===== config.mk =====
export PLATFORM = sky130hd
export DESIGN_NAME = serial_wide_adder_flat
export DESIGN_NICKNAME = d
export VERILOG_FILES = /design/src/rtl/serial_wide_adder_pkg.sv /design/src/rtl/serial_wide_adder_if.sv /design/src/rtl/serial_wide_adder_chunk.sv /design/src/rtl/serial_wide_adder.sv /design/src/flat_wrapper.sv
export SDC_FILE = /design/constraint.sdc
export NUM_CORES = 1
export LEC_CHECK = 0
export CAP_MARGIN = 20
export CORE_AREA = 2 2 212 214
export DETAILED_ROUTE_END_ITERATION = 10
export DIE_AREA = 0 0 214 216
export PLACE_DENSITY = 0.78
export SYNTH_ARGS = -nofsm -noshare
export SYNTH_HDL_FRONTEND = slang
export SYNTH_SLANG_ARGS = --single-unit

===== constraint.sdc =====
create_clock -name clk -period 3.9 [get_ports clk]
set_input_delay 0.39 -clock clk [delete_from_list [all_inputs] [get_ports clk]]
set_output_delay 0.39 -clock clk [all_outputs]
set_load 0.03 [all_outputs]

===== src/rtl/serial_wide_adder_pkg.sv =====
// Shared types and sizing helpers for the chunk-serial wide adder/subtractor.
package serial_add_pkg;

  typedef enum logic [1:0] {
    IDLE = 2'd0,
    BUSY = 2'd1,
    DONE = 2'd2
  } state_t;

  function automatic int chunks(input int n, input int w);
    return n / w;
  endfunction

  // The chunk index never collapses to zero bits, even for a single chunk.
  function automatic int idx_width(input int c);
    return (c > 1) ? $clog2(c) : 1;
  endfunction

  localparam int DEF_N     = 128;
  localparam int DEF_W     = 32;
  localparam int DEF_IDX_W = idx_width(chunks(DEF_N, DEF_W));

endpackage


===== src/rtl/serial_wide_adder_if.sv =====
// Operand/result bundle for serial_wide_adder; ovf exists only with SERIAL_ADD_OVF_EN.
// valid/ready: a transfer happens on a rising edge where valid and ready are both 1;
// a producer holds valid and its data stable until that edge.
interface serial_wide_adder_if #(
  parameter int N = 128
) ();
  logic         in_valid;
  logic         in_ready;
  logic [N-1:0] a;
  logic [N-1:0] b;
  logic         sub;
  logic         cin;
  logic         out_valid;
  logic         out_ready;
  logic [N-1:0] sum;
  logic         cout;
`ifdef SERIAL_ADD_OVF_EN
  logic         ovf;
`endif

  modport master (
    output in_valid, a, b, sub, cin, out_ready,
`ifdef SERIAL_ADD_OVF_EN
    input  ovf,
`endif
    input  in_ready, out_valid, sum, cout
  );

  modport slave (
    input  in_valid, a, b, sub, cin, out_ready,
`ifdef SERIAL_ADD_OVF_EN
    output ovf,
`endif
    output in_ready, out_valid, sum, cout
  );
endinterface


===== src/rtl/serial_wide_adder_chunk.sv =====
// Combinational W-bit adder whose carries come from a log-depth Kogge-Stone prefix tree.
module chunk_prefix_adder #(
  parameter int W = 32
) (
  input  logic [W-1:0] x,
  input  logic [W-1:0] y,
  input  logic         ci,
  output logic [W-1:0] s,
  output logic         co,
  output logic         c_msb_in
);

  logic [W-1:0] p0;
  logic [W-1:0] gg;
  logic [W-1:0] pp;
  logic [W-1:0] gn;
  logic [W-1:0] pn;
  logic [W-1:0] carries;

  // After the tree, gg[i]/pp[i] are the group terms of bits [i:0]; ci folds in last.
  always_comb begin
    p0 = x ^ y;
    gg = x & y;
    pp = p0;
    gn = '0;
    pn = '0;
    for (int d = 1; d < W; d = d * 2) begin
      gn = gg;
      pn = pp;
      for (int i = d; i < W; i++) begin
        gn[i] = gg[i] | (pp[i] & gg[i-d]);
        pn[i] = pp[i] & pp[i-d];
      end
      gg = gn;
      pp = pn;
    end
    carries    = '0;
    carries[0] = ci;
    for (int i = 1; i < W; i++) begin
      carries[i] = gg[i-1] | (pp[i-1] & ci);
    end
    co       = gg[W-1] | (pp[W-1] & ci);
    c_msb_in = carries[W-1];
    s        = p0 ^ carries;
  end

endmodule


===== src/rtl/serial_wide_adder.sv =====
// N-bit add/subtract processed one W-bit chunk per cycle with a registered chunk carry.
// Define SERIAL_ADD_OVF_EN to add the registered signed-overflow output ovf.
module serial_wide_adder
  import serial_add_pkg::*;
#(
  parameter int N = 128,
  parameter int W = 32
) (
  input  logic               clk,
  input  logic               rst_n,
  serial_wide_adder_if.slave bus,
  output state_t             state
);

  localparam int C     = chunks(N, W);
  localparam int IDX_W = idx_width(C);
  localparam logic [IDX_W-1:0] LAST = IDX_W'(C - 1);

  generate
    if (W < 1 || (N % W) != 0) begin : g_bad_width
      $error("serial_wide_adder: N must be a positive multiple of W");
    end
  endgenerate

  logic [N-1:0]     a_q;
  logic [N-1:0]     bx_q;
  logic [N-1:0]     sum_q;
  logic             carry_q;
  logic [IDX_W-1:0] idx;
  logic [W-1:0]     x;
  logic [W-1:0]     y;
  logic [W-1:0]     s;
  logic             co;
  logic             c_msb_in;

  assign x = a_q[int'(idx)*W +: W];
  assign y = bx_q[int'(idx)*W +: W];

  chunk_prefix_adder #(.W(W)) u_chunk (
    .x        (x),
    .y        (y),
    .ci       (carry_q),
    .s        (s),
    .co       (co),
    .c_msb_in (c_msb_in)
  );

  // Subtraction is a + ~b + 1; a borrow-in removes that +1, hence carry = cin ^ sub.
  always_ff @(posedge clk or negedge rst_n) begin
    if (!rst_n) begin
      state   <= IDLE;
      a_q     <= '0;
      bx_q    <= '0;
      sum_q   <= '0;
      carry_q <= 1'b0;
      idx     <= '0;
    end else begin
      case (state)
        IDLE: begin
          if (bus.in_valid) begin
            a_q     <= bus.a;
            bx_q    <= bus.b ^ {N{bus.sub}};
            carry_q <= bus.cin ^ bus.sub;
            idx     <= '0;
            state   <= BUSY;
          end
        end
        BUSY: begin
          sum_q[int'(idx)*W +: W] <= s;
          carry_q                 <= co;
          idx                     <= idx + 1'b1;
          if (idx == LAST) state <= DONE;
        end
        DONE: begin
          if (bus.out_ready) state <= IDLE;
        end
        default: state <= IDLE;
      endcase
    end
  end

`ifdef SERIAL_ADD_OVF_EN
  logic ovf_q;

  always_ff @(posedge clk or negedge rst_n) begin
    if (!rst_n) begin
      ovf_q <= 1'b0;
    end else if (state == BUSY && idx == LAST) begin
      ovf_q <= c_msb_in ^ co;
    end
  end

  assign bus.ovf = ovf_q;
`else
  logic unused_msb;
  assign unused_msb = c_msb_in;
`endif

  assign bus.in_ready  = (state == IDLE);
  assign bus.out_valid = (state == DONE);
  assign bus.sum       = sum_q;
  assign bus.cout      = carry_q;

endmodule


===== src/flat_wrapper.sv =====
// flat-port wrapper written by rule: the top's interface ports become plain ports
module serial_wide_adder_flat import serial_add_pkg::*;
#(
  parameter int N = 128,
  parameter int W = 32
)
  (clk, rst_n, state, bus_in_valid, bus_a, bus_b, bus_sub, bus_cin, bus_out_ready, bus_in_ready, bus_out_valid, bus_sum, bus_cout);
  serial_wide_adder_if #(.N(N)) bus_i ();
  input  logic clk;
  input  logic rst_n;
  output state_t state;
  input wire logic [$bits(bus_i.in_valid)-1:0] bus_in_valid;
  input wire logic [$bits(bus_i.a)-1:0] bus_a;
  input wire logic [$bits(bus_i.b)-1:0] bus_b;
  input wire logic [$bits(bus_i.sub)-1:0] bus_sub;
  input wire logic [$bits(bus_i.cin)-1:0] bus_cin;
  input wire logic [$bits(bus_i.out_ready)-1:0] bus_out_ready;
  output wire logic [$bits(bus_i.in_ready)-1:0] bus_in_ready;
  output wire logic [$bits(bus_i.out_valid)-1:0] bus_out_valid;
  output wire logic [$bits(bus_i.sum)-1:0] bus_sum;
  output wire logic [$bits(bus_i.cout)-1:0] bus_cout;
  assign bus_i.in_valid = bus_in_valid;
  assign bus_i.a = bus_a;
  assign bus_i.b = bus_b;
  assign bus_i.sub = bus_sub;
  assign bus_i.cin = bus_cin;
  assign bus_i.out_ready = bus_out_ready;
  assign bus_in_ready = bus_i.in_ready;
  assign bus_out_valid = bus_i.out_valid;
  assign bus_sum = bus_i.sum;
  assign bus_cout = bus_i.cout;
  serial_wide_adder #(.N(N), .W(W)) u_core (.clk(clk), .rst_n(rst_n), .bus(bus_i), .state(state));
endmodule

==> results.sh <==
export IMPL_max_stage_delay_ns=0.51
export IMPL_core_area_um2=43800
export IMPL_drive_above_1_share_pct=9.73
export IMPL_area_growth_pct=33.7
export IMPL_synth_flop_cell="dfrtp_1"
export IMPL_synth_avg_cell_area_um2=10.3
export IMPL_multi_input_area_um2=8540
export IMPL_end_kind="register"
export IMPL_grt_max_degree=129
export IMPL_netlist_instances=1819
export IMPL_yosysWarnings=0
export IMPL_place_area_um2=23400
export IMPL_synth_edf_count=0
export IMPL_use_met3_pct=4.98
export IMPL_syn_nets=2121
export IMPL_async_reset_ff_share_pct=100
export IMPL_drc=0
export IMPL_dieArea_um2=46200
export IMPL_pwr_density_cell_nw_per_um2=1050
export IMPL_syn_cell_area_um2=18700
export IMPL_maxCapViolCount=0
export IMPL_clock_latency_ns=0.57
export IMPL_fillers=3617
export IMPL_ys_seq_area_share_pct=52.0
export IMPL_htree_levels=2
export IMPL_power_leakage_nw=11.2
export IMPL_floorplan_initialDensity_pct=42.7
export IMPL_cpMostUsedCell="buf_4"
export IMPL_dr_total_vias=15400
export IMPL_synth_cell_types=59
export IMPL_path_max_fanout=7
export IMPL_cts_buffers=42
export IMPL_clk_path_buf_depth=3
export IMPL_synth_top_cells_by_count="553 x nand2_1, 389 x dfrtp_1, 170 x o21ai_0"
export IMPL_hold_violations=0
export IMPL_rsz0062_at_grt="no"
export IMPL_seq_power_share_pct=27.1
export IMPL_drt_pre_antenna_iters=5
export IMPL_dpl_hpwl_mm=43.6
export IMPL_hold_path_class="input pin to register"
export IMPL_comb_power_share_pct=57.0
export IMPL_crit_chain="clkbuf_4 -> buf_4 -> mux4_2 -> ha_1 -> nand2_2 -> nor3_1 -> a21oi_1 -> a31oi_1 -> buf_4 -> a41o_1 -> mux2i_1 -> o21ai_0"
export IMPL_ys_seq_elements=389
export IMPL_yosys_area_top_type="dfrtp_1"
export IMPL_ir_worst_vdd_mv=0.519
export IMPL_wl_mm=58.6
export IMPL_slew_viol_final=0
export IMPL_dp_cells=2722
export IMPL_grt_total_usage_pct=25.1
export IMPL_cts_sinks=389
export IMPL_timing_critical_path_buf_inv=3
export IMPL_critPathLaunchType="register"
export IMPL_stdcell_count=2814
export IMPL_global_route_usage_met2_pct=39.7
export IMPL_p_int_mw=14.1
export IMPL_cpLargestDelayFamily="multiplexers"
export IMPL_detail_route_antenna_nets=0
export IMPL_path_clk_slew_ns=0.06
export IMPL_power_mw=26.2
export IMPL_grt_pass1_wl_mm=90.0
export IMPL_die_w_um=214
export IMPL_synth_area_leaders="dfrtp_1 52%, nand2_1 11%, mux4_2 7.7%, xnor2_1 6.7%, a22o_1 4.7%"
export IMPL_grt_pass1_vias=15500
export IMPL_nets=2491
export IMPL_cp_arrival_ns=4.14
export IMPL_fin_crit_sh_pct=95.7
export IMPL_cp_slowest_cell="mux4_2"
export IMPL_setup_viol=0
export IMPL_busiest_layer="met2"
export IMPL_cp_required_ns=4.31
export IMPL_final_area_um2=25000
export IMPL_period_needed_ns=3.73
export IMPL_gp_routability_congestion=0.940
export IMPL_wire_per_inst_um=20.8
export IMPL_path_class="register to register"
export IMPL_outcome="completed"
export IMPL_synth_most_common_cell="nand2_1"
export IMPL_grt_use_met1_pct=34.3
export IMPL_yosysTopAreaCellShare_pct=52.0
export IMPL_max_freq_mhz=268
export IMPL_antenna_found_initial=2
export IMPL_cts_tree="built"
export IMPL_rows=77
export IMPL_regArea_um2=9740
export IMPL_grt_overflow_total=0
export IMPL_slew_limit_headroom_pct=34.5
export IMPL_net_switching_power_mw=12.1
export IMPL_first_iter_violations=1249
export IMPL_cts_root_buf="clkbuf_16"
export IMPL_tightest_slew_ns=0.982
export IMPL_switching_share_pct=46.3
export IMPL_io_buffers=394
export IMPL_vias_per_cell=5.48
export IMPL_die_y_um=216
export IMPL_clkPwrFrac_pct=15.9
export IMPL_skew_ns=0.0253
export IMPL_boundaryPins=395
[logic make-up after synthesis]
family	share of synthesized area [%]
AO/OA/AOI/OAI	13.4
buffers and inverters	2.76
XOR/XNOR	7.21
AND/OR/NAND/NOR	14.0
adder cells (fa/ha/maj)	2.72
multiplexers	7.87
flip-flops	52.0
[stage by stage]
step | worst slack, ns | hold WS [ns] | setup TNS [ns] | util [%]
final | 0.168 | 0.351 | 0 | 57.1
after global routing | 0.0199 | 0.346 | 0 | 57.0
after CTS | 0.0490 | 0.322 | 0 | 56.6
after detailed placement | -0.114 | 0.458 | -0.403 | 53.3
after global placement | 0.0621 | 0.453 | 0 | 53.3
after floorplan | 0.0757 | 0.0944 | 0 | -
[placed cells by master (no fill, tap or decap), types with 3 or more instances in the layout]
| master | n |
|---|---|
| a211oi_1 | 4 |
| a21o_1 | 16 |
| a21oi_1 | 43 |
| a22o_1 | 101 |
| a22oi_1 | 8 |
| a31oi_1 | 3 |
| a32o_1 | 4 |
| and3_1 | 3 |
| buf_12 | 7 |
| buf_4 | 46 |
| bufinv_16 | 6 |
| clkbuf_1 | 8 |
| clkbuf_16 | 44 |
| clkbuf_8 | 4 |
| clkdlybuf4s50_1 | 392 |
| clkinv_2 | 6 |
| clkinv_4 | 4 |
| dfrtp_1 | 387 |
| ha_1 | 39 |
| inv_1 | 10 |
| inv_6 | 3 |
| mux4_2 | 64 |
| nand2_1 | 552 |
| nand2b_1 | 4 |
| nand3_1 | 18 |
| nand4_1 | 10 |
| nor2_1 | 27 |
| nor2b_1 | 13 |
| nor3_1 | 4 |
| o211ai_1 | 7 |
| o21ai_0 | 167 |
| o21ai_1 | 4 |
| o21bai_1 | 5 |
| xnor2_1 | 142 |
| xor2_1 | 8 |
[flip-flops by register name (all words and copies together) (netlist names)]
name / cells
u_core.bus.cout: 1
u_core.bx_q: 128
u_core.state: 2
u_core.bus.sum: 128
u_core.a_q: 128
u_core.idx: 2
[what timing repair did]
action                                  in CTS  in global routing
hold buffers                                 1                  0
cloned                                       0                  1
resized for setup                            2                 10
endpoints found under the setup margin      11                 42
setup buffers                                0                 13
endpoints found under the hold margin       89                  0
pin swaps                                    0                  2
[power groups by stage]
stage,clock [mW],combinational (mW),sequential (mW)
5_1_grt,4.40,16.1,7.24
3_5_place_dp,0,14.3,7.13
3_3_place_gp,0,14.0,7.07
4_1_cts,4.23,14.5,7.08
6_report,4.17,14.9,7.08
2_1_floorplan,0,8.36,7.53
[path summary, 6_finish.rpt]
path                                                   to  cells after the start  slack [ns]                  startpoint
max                        u_core.bus.sum[63]$_DFFE_PN0P_                     12        0.17   u_core.idx[0]$_DFFE_PN0P_
min in group asynchronous  u_core.bus.sum[67]$_DFFE_PN0P_                      2        0.49                       rst_n
min reg2reg                    u_core.a_q[97]$_DFFE_PN0P_                      2        0.47  u_core.a_q[97]$_DFFE_PN0P_
max reg2reg                u_core.bus.sum[63]$_DFFE_PN0P_                     12        0.17   u_core.idx[0]$_DFFE_PN0P_
max in group asynchronous    u_core.bx_q[120]$_DFFE_PN0P_                      3        2.45                       rst_n
min                            u_core.a_q[39]$_DFFE_PN0P_                      3        0.35                   bus_a[39]
[worst register-to-register path, stage by stage, from the launching register on]
cell and delay [ns]:
dfrtp_4 0.47, clkbuf_4 0.22, buf_4 0.15, mux4_2 0.51
ha_1 0.43, nand2_2 0.12, nor3_1 0.26, a21oi_1 0.17
a31oi_1 0.21, buf_4 0.16, a41o_1 0.28, mux2i_1 0.45
o21ai_0 0.16
[final cells by class]
cell class | instances | share of cell area [%]
flip-flops and latches | 389 | 39.0
inverters | 10 | 0.150
multi-input cells | 1295 | 34.1
repair buffers | 451 | 18.0
well taps | 592 | 2.96
clock inverters | 20 | 1.12
clock buffers | 55 | 4.64
diodes | 2 | 0.0200
[per-layer routing]
metal | vias up | part of all wire [%]
li1 | 6985 | -
met1 | 7576 | 43
met2 | 735 | 46
met3 | 133 | 7.5
met4 | 2 | 3.3
met5 | - | 0.022
Power figures use the tool's default switching activity.
